## src/rtl/sumador_pkg.sv

```systemverilog
// Shared definitions for the bit-serial adder: FSM state type and default width.
package sumador_pkg;

  localparam int SUMADOR_N = 4;

  typedef enum logic [1:0] {
    IDLE  = 2'd0,
    SHIFT = 2'd1,
    DONE  = 2'd2
  } state_t;

endpackage

```

## src/rtl/sumador_1.sv

```systemverilog
// 1-bit full-adder cell; purely combinational.
module sumador_1 (
  input  logic a,
  input  logic b,
  input  logic cin,
  output logic s,
  output logic cout
);

  assign s    = a ^ b ^ cin;
  assign cout = (a & b) | (cin & (a ^ b));

endmodule

```

## src/rtl/sumador_serial.sv

```systemverilog
// Bit-serial N-bit adder: operands are shifted LSB-first through one full-adder
// cell, one bit per clock, with the running carry held in a flop.
// Optional feature: define SUMADOR_OVERFLOW_EN to add the signed overflow output.
module sumador_serial
  import sumador_pkg::*;
#(
  parameter int N = SUMADOR_N
) (
  input  logic         clk,
  input  logic         rst,
  input  logic         start,
  input  logic [N-1:0] A_num,
  input  logic [N-1:0] B_num,
  input  logic         carry_in,
  output logic         ready,
  output logic         done,
  output logic [N-1:0] result,
  output logic         carry_out
`ifdef SUMADOR_OVERFLOW_EN
  ,
  output logic         overflow
`endif
);

  localparam int CNT_W = (N > 1) ? $clog2(N) : 1;
  localparam logic [CNT_W-1:0] LAST = CNT_W'(N - 1);

  state_t           state_q;
  state_t           state_d;
  logic [N-1:0]     a_sr;
  logic [N-1:0]     b_sr;
  logic [N-1:0]     s_sr;
  logic             c_q;
  logic [CNT_W-1:0] cnt_q;
  logic             sum_bit;
  logic             cell_cout;
  logic             last_bit;

  sumador_1 u_cell (
    .a    (a_sr[0]),
    .b    (b_sr[0]),
    .cin  (c_q),
    .s    (sum_bit),
    .cout (cell_cout)
  );

  assign last_bit = (cnt_q == LAST);

  // Handshake outputs decode straight from the state register.
  assign ready = (state_q == IDLE);
  assign done  = (state_q == DONE);

  // State register; reset overrides any start in the same cycle.
  always_ff @(posedge clk) begin
    if (rst) state_q <= IDLE;
    else     state_q <= state_d;
  end

  // Next-state logic: IDLE -> SHIFT on start, SHIFT for N bits, one DONE cycle.
  always_comb begin
    state_d = state_q;
    case (state_q)
      IDLE:    if (start) state_d = SHIFT;
      SHIFT:   if (last_bit) state_d = DONE;
      DONE:    state_d = IDLE;
      default: state_d = IDLE;
    endcase
  end

  // Operand capture, bit-serial shifting and result registers.
  always_ff @(posedge clk) begin
    if (rst) begin
      a_sr      <= '0;
      b_sr      <= '0;
      s_sr      <= '0;
      c_q       <= 1'b0;
      cnt_q     <= '0;
      result    <= '0;
      carry_out <= 1'b0;
`ifdef SUMADOR_OVERFLOW_EN
      overflow  <= 1'b0;
`endif
    end else begin
      case (state_q)
        IDLE: begin
          if (start) begin
            a_sr  <= A_num;
            b_sr  <= B_num;
            c_q   <= carry_in;
            cnt_q <= '0;
            s_sr  <= '0;
          end
        end
        SHIFT: begin
          a_sr <= a_sr >> 1;
          b_sr <= b_sr >> 1;
          s_sr <= {sum_bit, s_sr[N-1:1]};
          c_q  <= cell_cout;
          if (last_bit) begin
            // Counter parks at zero rather than stepping past N-1.
            cnt_q     <= '0;
            result    <= {sum_bit, s_sr[N-1:1]};
            carry_out <= cell_cout;
`ifdef SUMADOR_OVERFLOW_EN
            // Carry into the MSB differs from carry out of it.
            overflow  <= c_q ^ cell_cout;
`endif
          end else begin
            cnt_q <= cnt_q + CNT_W'(1);
          end
        end
        default: ;
      endcase
    end
  end

endmodule

```

## config.mk

```make
export PLATFORM = sky130hd
export DESIGN_NAME = sumador_serial
export DESIGN_NICKNAME = d
export VERILOG_FILES = /design/src/rtl/sumador_pkg.sv /design/src/rtl/sumador_1.sv /design/src/rtl/sumador_serial.sv
export SDC_FILE = /design/constraint.sdc
export NUM_CORES = 1
export LEC_CHECK = 0
export BUFFER_PORTS_ARGS = -buffer_cell sky130_fd_sc_hd__buf_2
export CORE_MARGIN = 8
export CORE_UTILIZATION = 55
export DETAILED_ROUTE_END_ITERATION = 8
export GPL_TIMING_DRIVEN = 0
export PLACE_DENSITY = 0.89
export SLEW_MARGIN = 40
export SYNTH_ARGS = -nofsm -noshare
export SYNTH_HDL_FRONTEND = slang
export SYNTH_HIERARCHICAL = 1
export SYNTH_SLANG_ARGS = --single-unit
```

## constraint.sdc

```tcl
create_clock -name clk -period 2.44 [get_ports clk]
set_input_delay 0.732 -clock clk [delete_from_list [all_inputs] [get_ports clk]]
set_output_delay 0.732 -clock clk [all_outputs]
set_load 0.02 [all_outputs]
```

==> flow_summary.yaml, run 1 <==
outcome:
  status: "finished, final reports clean"
detailed_routing:
  drt_drc_violations_left: 0
  wl_per_cell_um: 14.1
  wl_met2_um: 918
  vias_per_cell: 5.73
  routed-wl-met3_um: 118
  dr.pass1.iters: 4
  ant_nets: 0
  vias: 813
  wl_um: 2000
  m1WireLength_um: 903
  drtIter0Drc: 28
  top_layer: "met4"
pwr:
  max-vdd-ir-drop_v: 0.000382
  power_mw: 0.628
  static-leakage-power_nw: 0.458
  power.density_nw_per_um2: 594
critical_path:
  reg2reg_depth: 4
  endpoint: "done"
  cp-end-kind: "output port"
  crit_buf_inv: 2
  startpoint: "state_q[1]$_SDFFE_PP0P_"
  cp_data_arrival_time_ns: 1.27
  timing.rr.end: "carry_out$_SDFFE_PP0P_"
  ff2ff_setup_slack_ns: 1.17
  crit_family: "flip-flops"
  crit_type: "register to output port"
  cpPeakStageDelay_ns: 0.46
  cp_slowest_cell: "dfxtp_1"
  reg2reg_from: "cnt_q[0]$_SDFFE_PP0P_"
  path_cells: "buf_4 > nor2b_1 > buf_2"
  cp_num_cells: 3
  worstPathRequired_ns: 1.71
  worstSetupStartpointType: "register"
  critPathMaxFanout: 10
global_routing:
  grt_usage_pct: 13.5
  grt-ovfl-total: 0
  grt_max_degree: 13
  grt_pass1_vias: 806
  antenna_found_initial: 0
  grt_pass1_wl_um: 3610
layout:
  fin_nets: 141
  register_area_sq_um: 420
  post-route-util_pct: 68.6
  final_cells: 142
  num-fill-cells: 132
  fin_area_sq_um: 1060
  multi_input_area_sq_um: 439
  synthToLayoutAreaGrowth_pct: 15.0
  diodes: 0
  drive_gt1_share_pct: 23.0
clock_network:
  cts_tree: "done"
  clock_path_buffers: 2
  clock-root-buffer: "clkbuf_4"
  cts_made_buffers: 3
  post_cts.repair.setup_buffers: 0
  clk-insertion-delay-late_ns: 0.31
  ctsResizeCount: 0
  clk_pin_slew_worst_paths_ns: 0.12
  h-tree-depth: 1
  clock-sinks: 21
  ctsHoldBuffers: 0
run:
  maxCapViolCount: 0
synthesis:
  syn_inst: 104
  synth_most_common_cell: "dfxtp_1"
  synth_edf_count: 0
  syn-num-nets: 118
  ys_top_cells_by_count: "dfxtp_1 (21), nor2_1 (18), a21oi_1 (13)"
  synthFlopType: "dfxtp_1"
  ys_types: 23
  synth_top_cell_by_area: "dfxtp_1"
  synth_area_per_cell_sq_um: 8.84
  ys_seq_area_share_pct: 45.7
  netlist_area_sq_um: 920
  synth-seq-cells: 21
  async_flop_share_pct: 0
  ys_top_cells_by_area: "dfxtp_1 (46%), o221a_1 (8.6%), nor2_1 (7.3%)"
  yosys_warnings: 6
  synth_top_area_share_pct: 45.7
placed_design:
  dp_hpwl_um: 1470
  dp.cells: 138
  dp_slack_ns: 0.778
  dpl_cell_area_sq_um: 1030
  portBuffers: 18
  place_congestion: 0.754
floorplan:
  floorplan.die_area_sq_um: 3240
  core_area_sq_um: 1540
  rows: 14
  die_y_um: 56.9
  die_w_um: 56.9
  initial_core_util_pct: 59.7
  io_pins: 19
hold_path:
  min_path_type: "register to register"
sta:
  slew_headroom_pct: 63.7
  holdWs_ns: 0.465
  setup_viol: 0
  min_period_over_period_pct: 82.2
  finalClockSkew_ns: 0.00348
  worstMarginPinSlew_ns: 0.543
  fin_setup_tns_ns: 0
  hold_viol: 0
  layout_setup_ws_ns: 0.435
  rsz0062_at_grt: "false"
  fmaxAchievable_ghz: 0.499
  final_max_slew_viol_count: 0
  finalWorstPathRequiredPeriod_ns: 2.00
[power breakdown]
group,internal (mW),total [mW],switching [mW]
clock,0.0612,0.168,0.107
sequential,0.360,0.374,0.0142
combinational,0.0392,0.0859,0.0467
[routing by layer]
| layer | GRT usage (%) | up-vias |
|---|---|---|
| li1 | - | 409 |
| met1 | 16.3 | 375 |
| met2 | 21.2 | 22 |
| met3 | 3.37 | 7 |
| met4 | 7.05 | 0 |
| met5 | 0 | - |
[kinds of logic (layout without fill, tap and decap cells)]
| kind of cell | after synthesis | in the layout | share of synthesized area, % |
|---|---|---|---|
| simple gates | 34 | 34 | 16.7 |
| compound gates | 31 | 31 | 25.3 |
| flops | 21 | 21 | 45.7 |
| buf+inv | 14 | 36 | 6.53 |
| fa+ha+maj | 2 | 2 | 3.54 |
| mux | 2 | 2 | 2.18 |
[flip-flops by register name (all words and copies together) (netlist names)]
register   cells
b_sr           4
s_sr           3
a_sr           4
carry_out      1
c_q            1
cnt_q          2
result         4
state_q        2
[cell usage in the layout, fill, tap and decap left out, drive strengths merged, types with 2 or more instances in the layout]
master	netlist	final
a21oi	14	14
a22oi	5	5
a32oi	2	2
buf	4	22
clkbuf	2	5
dfxtp	21	21
inv	8	8
mux2i	2	2
nand2	5	5
nand2b	2	2
nand3	4	4
nor2	19	19
nor2b	2	2
o221a	7	7
o22a	2	2
[layout make-up]
class / instances / share of cell area (%)
Buffer: 6 / 2.84
Clock buffer: 3 / 2.13
Multi-Input combinational cell: 69 / 41.5
Tap cell: 16 / 1.89
Inverter: 8 / 2.84
Timing Repair Buffer: 18 / 8.52
Sequential cell: 21 / 39.8
Clock inverter: 1 / 0.473
[worst min path at each step]
| stage | cells past startpoint | slack, ns | to | startpoint |
|---|---|---|---|---|
| after floorplan | 2 | 0.44 | result[0]$_SDFFE_PP0P_ | s_sr[1]$_SDFFE_PP0P_ |
| after global placement | 2 | 0.44 | result[2]$_SDFFE_PP0P_ | result[2]$_SDFFE_PP0P_ |
| after detailed placement | 2 | 0.45 | result[1]$_SDFFE_PP0P_ | result[1]$_SDFFE_PP0P_ |
| after CTS | 2 | 0.47 | result[1]$_SDFFE_PP0P_ | result[1]$_SDFFE_PP0P_ |
| after global routing | 2 | 0.50 | result[0]$_SDFFE_PP0P_ | result[0]$_SDFFE_PP0P_ |
| final | 2 | 0.46 | result[1]$_SDFFE_PP0P_ | result[1]$_SDFFE_PP0P_ |
[tightest hold or removal path: cells and delay by family (launching register included)]
kind / cells / cell delay, ns
compound gates: 1 / 0.05
flops: 1 / 0.33
simple gates: 1 / 0.05
(Power assumes the default switching activity.)
==> inputs of run 2 (changes only) <==
--- a/config.mk
+++ b/config.mk
@@ -5,12 +5,13 @@
 export SDC_FILE = /design/constraint.sdc
 export NUM_CORES = 1
 export LEC_CHECK = 0
+export ABC_AREA = 1
 export BUFFER_PORTS_ARGS = -buffer_cell sky130_fd_sc_hd__buf_2
 export CORE_MARGIN = 8
-export CORE_UTILIZATION = 55
+export CORE_UTILIZATION = 51
 export DETAILED_ROUTE_END_ITERATION = 8
 export GPL_TIMING_DRIVEN = 0
-export PLACE_DENSITY = 0.89
+export PLACE_DENSITY = 0.84
 export SLEW_MARGIN = 40
 export SYNTH_ARGS = -nofsm -noshare
 export SYNTH_HDL_FRONTEND = slang
==> constraint.sdc (replaced) <==
create_clock -name clk -period 1.9 [get_ports clk]
set_input_delay 0.57 -clock clk [delete_from_list [all_inputs] [get_ports clk]]
set_output_delay 0.57 -clock clk [all_outputs]
set_load 0.02 [all_outputs]
==> run 2 against run 1 <==
- clock power grew 29%
- critical path depth decreased by 1
- die area is 4.1% higher
- area after synthesis is 1.9% lower
- largest cell class is now sequential cells
==> flow_summary.yaml, run 2 <==
outcome:
  status: "finished, final reports clean"
clock_network:
  h-tree-depth: 1
  clk-insertion-delay-late_ns: 0.30
  clock-sinks: 21
  cts_tree: "done"
  clock_path_buffers: 2
  clock-root-buffer: "clkbuf_4"
  cts_made_buffers: 3
  clk_pin_slew_worst_paths_ns: 0.12
  post_cts.repair.setup_buffers: 0
layout:
  top_regs: "a_sr x4, b_sr x4, result x4"
  final_cell_mix: "nand2_1 (34), nand3_1 (27), dfxtp_1 (21)"
  final_common_cell: "nand2_1"
  drive_gt1_share_pct: 17.3
  fin_area_sq_um: 1040
  num-fill-cells: 162
  post-route-util_pct: 61.8
  diodes: 0
  fin_nets: 165
  final_cells: 167
  synthToLayoutAreaGrowth_pct: 15.7
synthesis:
  synth_edf_count: 0
  synthFlopType: "dfxtp_1"
  ys_top_cells_by_count: "nand2_1 (34), nand3_1 (27), dfxtp_1 (21)"
  synth_most_common_cell: "nand2_1"
  async_flop_share_pct: 0
  synth-seq-cells: 21
  synth_area_per_cell_sq_um: 7.05
  netlist_area_sq_um: 902
  syn-num-nets: 142
  ys_top_cells_by_area: "dfxtp_1 (47%), nand3_1 (15%), nand2_1 (14%)"
  synth_top_area_share_pct: 46.6
  synth_top_cell_by_area: "dfxtp_1"
  yosys_warnings: 6
  ys_types: 12
  syn_inst: 128
  ys_seq_area_share_pct: 46.6
critical_path:
  cp_data_arrival_time_ns: 1.18
  critPathMaxFanout: 7
  timing.rr.end: "s_sr[3]$_SDFFE_PP0P_"
  reg2reg_depth: 3
  path_cells: "nor2_2 > buf_2"
  worstPathRequired_ns: 1.33
  cpPeakStageDelay_ns: 0.38
  worstSetupStartpointType: "register"
  cp-end-kind: "output port"
  crit_type: "register to output port"
  reg2reg_from: "a_sr[0]$_SDFFE_PP0P_"
  crit_family: "flip-flops"
  cp_slowest_cell: "dfxtp_1"
  ff2ff_setup_slack_ns: 0.70
  crit_buf_inv: 1
global_routing:
  grt_pass1_vias: 831
  grt_max_degree: 13
  grt_usage_pct: 12.9
  grt_pass1_wl_um: 3440
  antenna_found_initial: 0
  grt-ovfl-total: 0
placed_design:
  dpl_cell_area_sq_um: 1010
  place_congestion: 0.857
  dp.cells: 163
  dp_slack_ns: 0.404
  dp_hpwl_um: 1520
  portBuffers: 18
sta:
  final_max_slew_viol_count: 0
  setup_viol: 0
  min_period_over_period_pct: 92.3
  fmaxAchievable_ghz: 0.570
  worstMarginPinSlew_ns: 0.469
  slew_headroom_pct: 68.7
  hold_viol: 0
  finalWorstPathRequiredPeriod_ns: 1.75
  fin_setup_tns_ns: 0
  rsz0062_at_grt: "false"
  layout_setup_ws_ns: 0.145
  finalClockSkew_ns: 0.00314
floorplan:
  initial_core_util_pct: 53.4
  rows: 15
  floorplan.die_area_sq_um: 3370
  io_pins: 19
  die_w_um: 58.1
  core_area_sq_um: 1690
  die_y_um: 58.1
detailed_routing:
  wl_per_cell_um: 12.2
  vias_per_cell: 5.08
  drt_drc_violations_left: 0
  ant_nets: 0
  drtIter0Drc: 23
  vias: 849
  wl_um: 2040
  dr.pass1.iters: 4
run:
  maxCapViolCount: 0
pwr:
  power.density_nw_per_um2: 765
  static-leakage-power_nw: 0.537
  max-vdd-ir-drop_v: 0.000430
hold_path:
  hold_depth: 2
  hold_end: "result[2]$_SDFFE_PP0P_"
  min_path_type: "register to register"
  hp-start: "result[2]$_SDFFE_PP0P_"
## run 2: cell types whose count changed in the layout (fill, tap and decap cells not counted), sizes merged, moves of 2 or more
cell	previous run	this run
nand3	4	27
inv	8	16
o221a	7	0
mux2i	2	0
a22oi	5	0
nor2b	2	0
a21oi	14	9
nor2	19	13
o22a	2	0
nand2b	2	0
a32oi	2	0
nand2	5	34
## run 2: metrics by stage
stage,power [mW],hold slack (ns)
after global routing,0.843,0.500
after detailed placement,0.590,0.457
final,0.798,0.474
after floorplan,0.553,0.438
after CTS,0.801,0.476
after global placement,0.585,0.450
## run 2: layout make-up
type                    count  area [sq um]  share of cell area [%]
flip-flops and latches     21           420                    40.3
repair buffers             18          90.1                    8.63
multi-input cells          86           397                    38.0
plain buffers               5          27.5                    2.64
well taps                  17          21.3                    2.04
clock inverters             1          5.00                   0.480
inverters                  16          60.1                    5.76
clock buffers               3          22.5                    2.16
## run 2: how the worst max path moves through the flow
stage | slack (ns) | cells after the start | endpoint | start
6_report | 0.15 | 2 | ready | state_q[0]$_SDFFE_PP0P_
5_1_grt | 0.06 | 2 | ready | state_q[0]$_SDFFE_PP0P_
4_1_cts | 0.05 | 2 | ready | state_q[0]$_SDFFE_PP0P_
3_5_place_dp | 0.40 | 2 | ready | state_q[0]$_SDFFE_PP0P_
3_3_place_gp | 0.40 | 2 | ready | state_q[0]$_SDFFE_PP0P_
2_1_floorplan | 0.53 | 1 | ready | state_q[0]$_SDFFE_PP0P_
## run 2: worst register-to-register path, cell delays in order, from the launching register on
cell     delay, ns
dfxtp_1       0.35
fa_1          0.58
nand2_1       0.06
a21oi_1       0.15
## run 2: power by group
| part | internal [mW] | total (mW) | leakage [nW] | switching, mW |
|---|---|---|---|---|
| sequential | 0.459 | 0.473 | 0.171 | 0.0139 |
| combinational | 0.0424 | 0.109 | 0.348 | 0.0666 |
| clock | 0.0785 | 0.216 | 0.0177 | 0.137 |
## run 2: what timing repair did
item,4_1_cts,5_1_grt
resized for setup,0,1
hold buffers,0,0
setup endpoints to repair,0,1
## run 2: metal layers
layer / share of wire, % / vias to the layer above / GRT usage, %
met3: 2.9 / 4 / 2.43
li1: - / 455 / -
met2: 51 / 16 / 23.1
met4: 1.9 / 0 / 7.34
met5: 0 / - / 0
met1: 45 / 374 / 13.7
## run 2: cell families after synthesis
kind of cell	after synthesis	share of synthesized area (%)
AOI/OAI and AO/OA	10	5.55
buffers and inverters	21	9.71
adders and majority gates	2	3.61
and+or+nand+nor	74	34.5
DFF	21	46.6
==> inputs of run 3 (changes only) <==
--- a/config.mk
+++ b/config.mk
@@ -5,7 +5,6 @@
 export SDC_FILE = /design/constraint.sdc
 export NUM_CORES = 1
 export LEC_CHECK = 0
-export ABC_AREA = 1
 export BUFFER_PORTS_ARGS = -buffer_cell sky130_fd_sc_hd__buf_2
 export CORE_MARGIN = 8
 export CORE_UTILIZATION = 51
==> run 3 against run 2 <==
- via count shrank 4.1%
- wire length shrank 2.5%
- combinational power grew 5%
- clock skew grew 0.011 ns
- setup slack lost 0.040 ns
- largest cell class is now multi-input gates
- sequential cell count is the same
- non-clock buffer count grew 1
- first-iteration DRC count shrank 65%
- clock-buffer cell count is the same
==> flow_summary.yaml, run 3 (synthesis results as in run 1) <==
outcome:
  status: "finished, final reports clean"
critical_path:
  worstSetupStartpointType: "register"
  path_cells: "buf_2 > nor2_4 > buf_2"
  crit_type: "register to output port"
  cpPeakStageDelay_ns: 0.36
  cp_slowest_cell: "dfxtp_1"
  cp-end-kind: "output port"
  cp_data_arrival_time_ns: 1.22
  worstPathRequired_ns: 1.33
  cpMostUsedCell: "buf_2"
  crit_buf_inv: 2
  crit_family: "buffers and inverters"
  critPathMaxFanout: 10
sta:
  layout_setup_ws_ns: 0.105
  hold_viol: 0
  finalClockSkew_ns: 0.0143
  worstMarginPinSlew_ns: 0.577
  holdWs_ns: 0.463
  finalWorstPathRequiredPeriod_ns: 1.79
  fin_setup_tns_ns: 0
  fmaxAchievable_ghz: 0.557
  slew_headroom_pct: 61.4
  min_period_over_period_pct: 94.5
  rsz0062_at_grt: "false"
  setup_viol: 0
  final_max_slew_viol_count: 0
clock_network:
  cts_tree: "done"
  h-tree-depth: 1
  clock-root-buffer: "clkbuf_4"
  ctsHoldBuffers: 0
  clock_path_buffers: 2
  clk_pin_slew_worst_paths_ns: 0.12
  clk-insertion-delay-late_ns: 0.31
  cts_made_buffers: 3
  clock-sinks: 21
pwr:
  switching_share_pct: 26.7
  internal_power_mw: 0.592
  combPwrFrac_pct: 14.1
  max-vdd-ir-drop_v: 0.000498
  static-leakage-power_nw: 0.461
  p_clk_share_pct: 26.5
  p_switching_mw: 0.215
  power.share.sequential_pct: 59.4
  power.density_nw_per_um2: 751
floorplan:
  rows: 15
  core_area_sq_um: 1710
  die_y_um: 58.5
  die_w_um: 58.5
  floorplan.die_area_sq_um: 3420
  initial_core_util_pct: 53.8
  io_pins: 19
detailed_routing:
  dr.pass1.iters: 5
  vias: 814
  drtIter0Drc: 8
  wl_per_cell_um: 13.2
  wl_um: 1990
  drt_drc_violations_left: 0
  ant_nets: 0
  vias_per_cell: 5.39
global_routing:
  grt_usage_pct: 12.0
  grt_max_degree: 13
  grt-ovfl-total: 0
  grt_pass1_vias: 747
  grt_pass1_wl_um: 3330
  antenna_found_initial: 0
layout:
  diodes: 0
  drive_gt1_share_pct: 23.8
  post-route-util_pct: 62.9
  num-fill-cells: 148
  top_regs: "a_sr x4, b_sr x4, result x4"
  final_common_cell: "buf_2"
  fin_nets: 141
  final_cells: 151
  final_cell_mix: "buf_2 (21), dfxtp_1 (20), nor2_1 (18)"
  synthToLayoutAreaGrowth_pct: 16.9
placed_design:
  dp_hpwl_um: 1480
  dp.cells: 147
  dp_slack_ns: 0.349
  place_congestion: 0.792
  portBuffers: 18
hold_path:
  min_path_type: "register to register"
run:
  maxCapViolCount: 0
## run 3: repair_timing
| item | CTS | global route |
|---|---|---|
| setup endpoints to repair | 0 | 2 |
| setup buffers | 0 | 0 |
| resized for setup | 0 | 2 |
## run 3: area by class of cell
cell class / instances / area, sq um / share of cell area, %
Clock buffer: 3 / 22.5 / 2.10
Multi-Input combinational cell: 69 / 444 / 41.3
Clock inverter: 1 / 5.00 / 0.466
Sequential cell: 21 / 422 / 39.2
Buffer: 6 / 30.0 / 2.79
Tap cell: 25 / 31.3 / 2.91
Inverter: 8 / 30.0 / 2.79
Timing Repair Buffer: 18 / 90.1 / 8.38
## run 3: stage by stage
| step | cell area [sq um] | total power [mW] |
|---|---|---|
| floorplan | 920 | 0.564 |
| global placement | 1040 | 0.594 |
| detailed placement | 1040 | 0.600 |
| CTS | 1070 | 0.809 |
| global route | 1070 | 0.845 |
| finish | 1070 | 0.807 |
## run 3: power groups by stage
stage               clock, mW  combinational, mW  sequential [mW]
detailed placement          0              0.111            0.489
global route            0.234              0.128            0.483
floorplan                   0             0.0794            0.484
finish                  0.214              0.114            0.479
CTS                     0.217              0.113            0.479
global placement            0              0.107            0.488
## run 3: layer usage
metal | vias up | global-route usage (%) | wire (um)
li1 | 411 | - | -
met1 | 384 | 14.9 | 938
met2 | 15 | 19.4 | 929
met3 | 4 | 3.91 | 86
met4 | 0 | 3.15 | 34
met5 | - | 0 | 0
## run 3: final timing paths
kind,from,to,slack (ns),cells after the start
worst min-delay path,result[1]$_SDFFE_PP0P_,result[1]$_SDFFE_PP0P_,0.46,2
worst min register to register,result[1]$_SDFFE_PP0P_,result[1]$_SDFFE_PP0P_,0.46,2
worst max-delay path,state_q[0]$_SDFFE_PP0P_,ready,0.11,3
worst max register to register,a_sr[0]$_SDFFE_PP0P_,s_sr[3]$_SDFFE_PP0P_,0.64,3
## run 3: worst min-delay path, stage by stage (launching register included)
cell and delay (ns):
dfxtp_1 0.32, nand2_1 0.05, a21oi_1 0.05
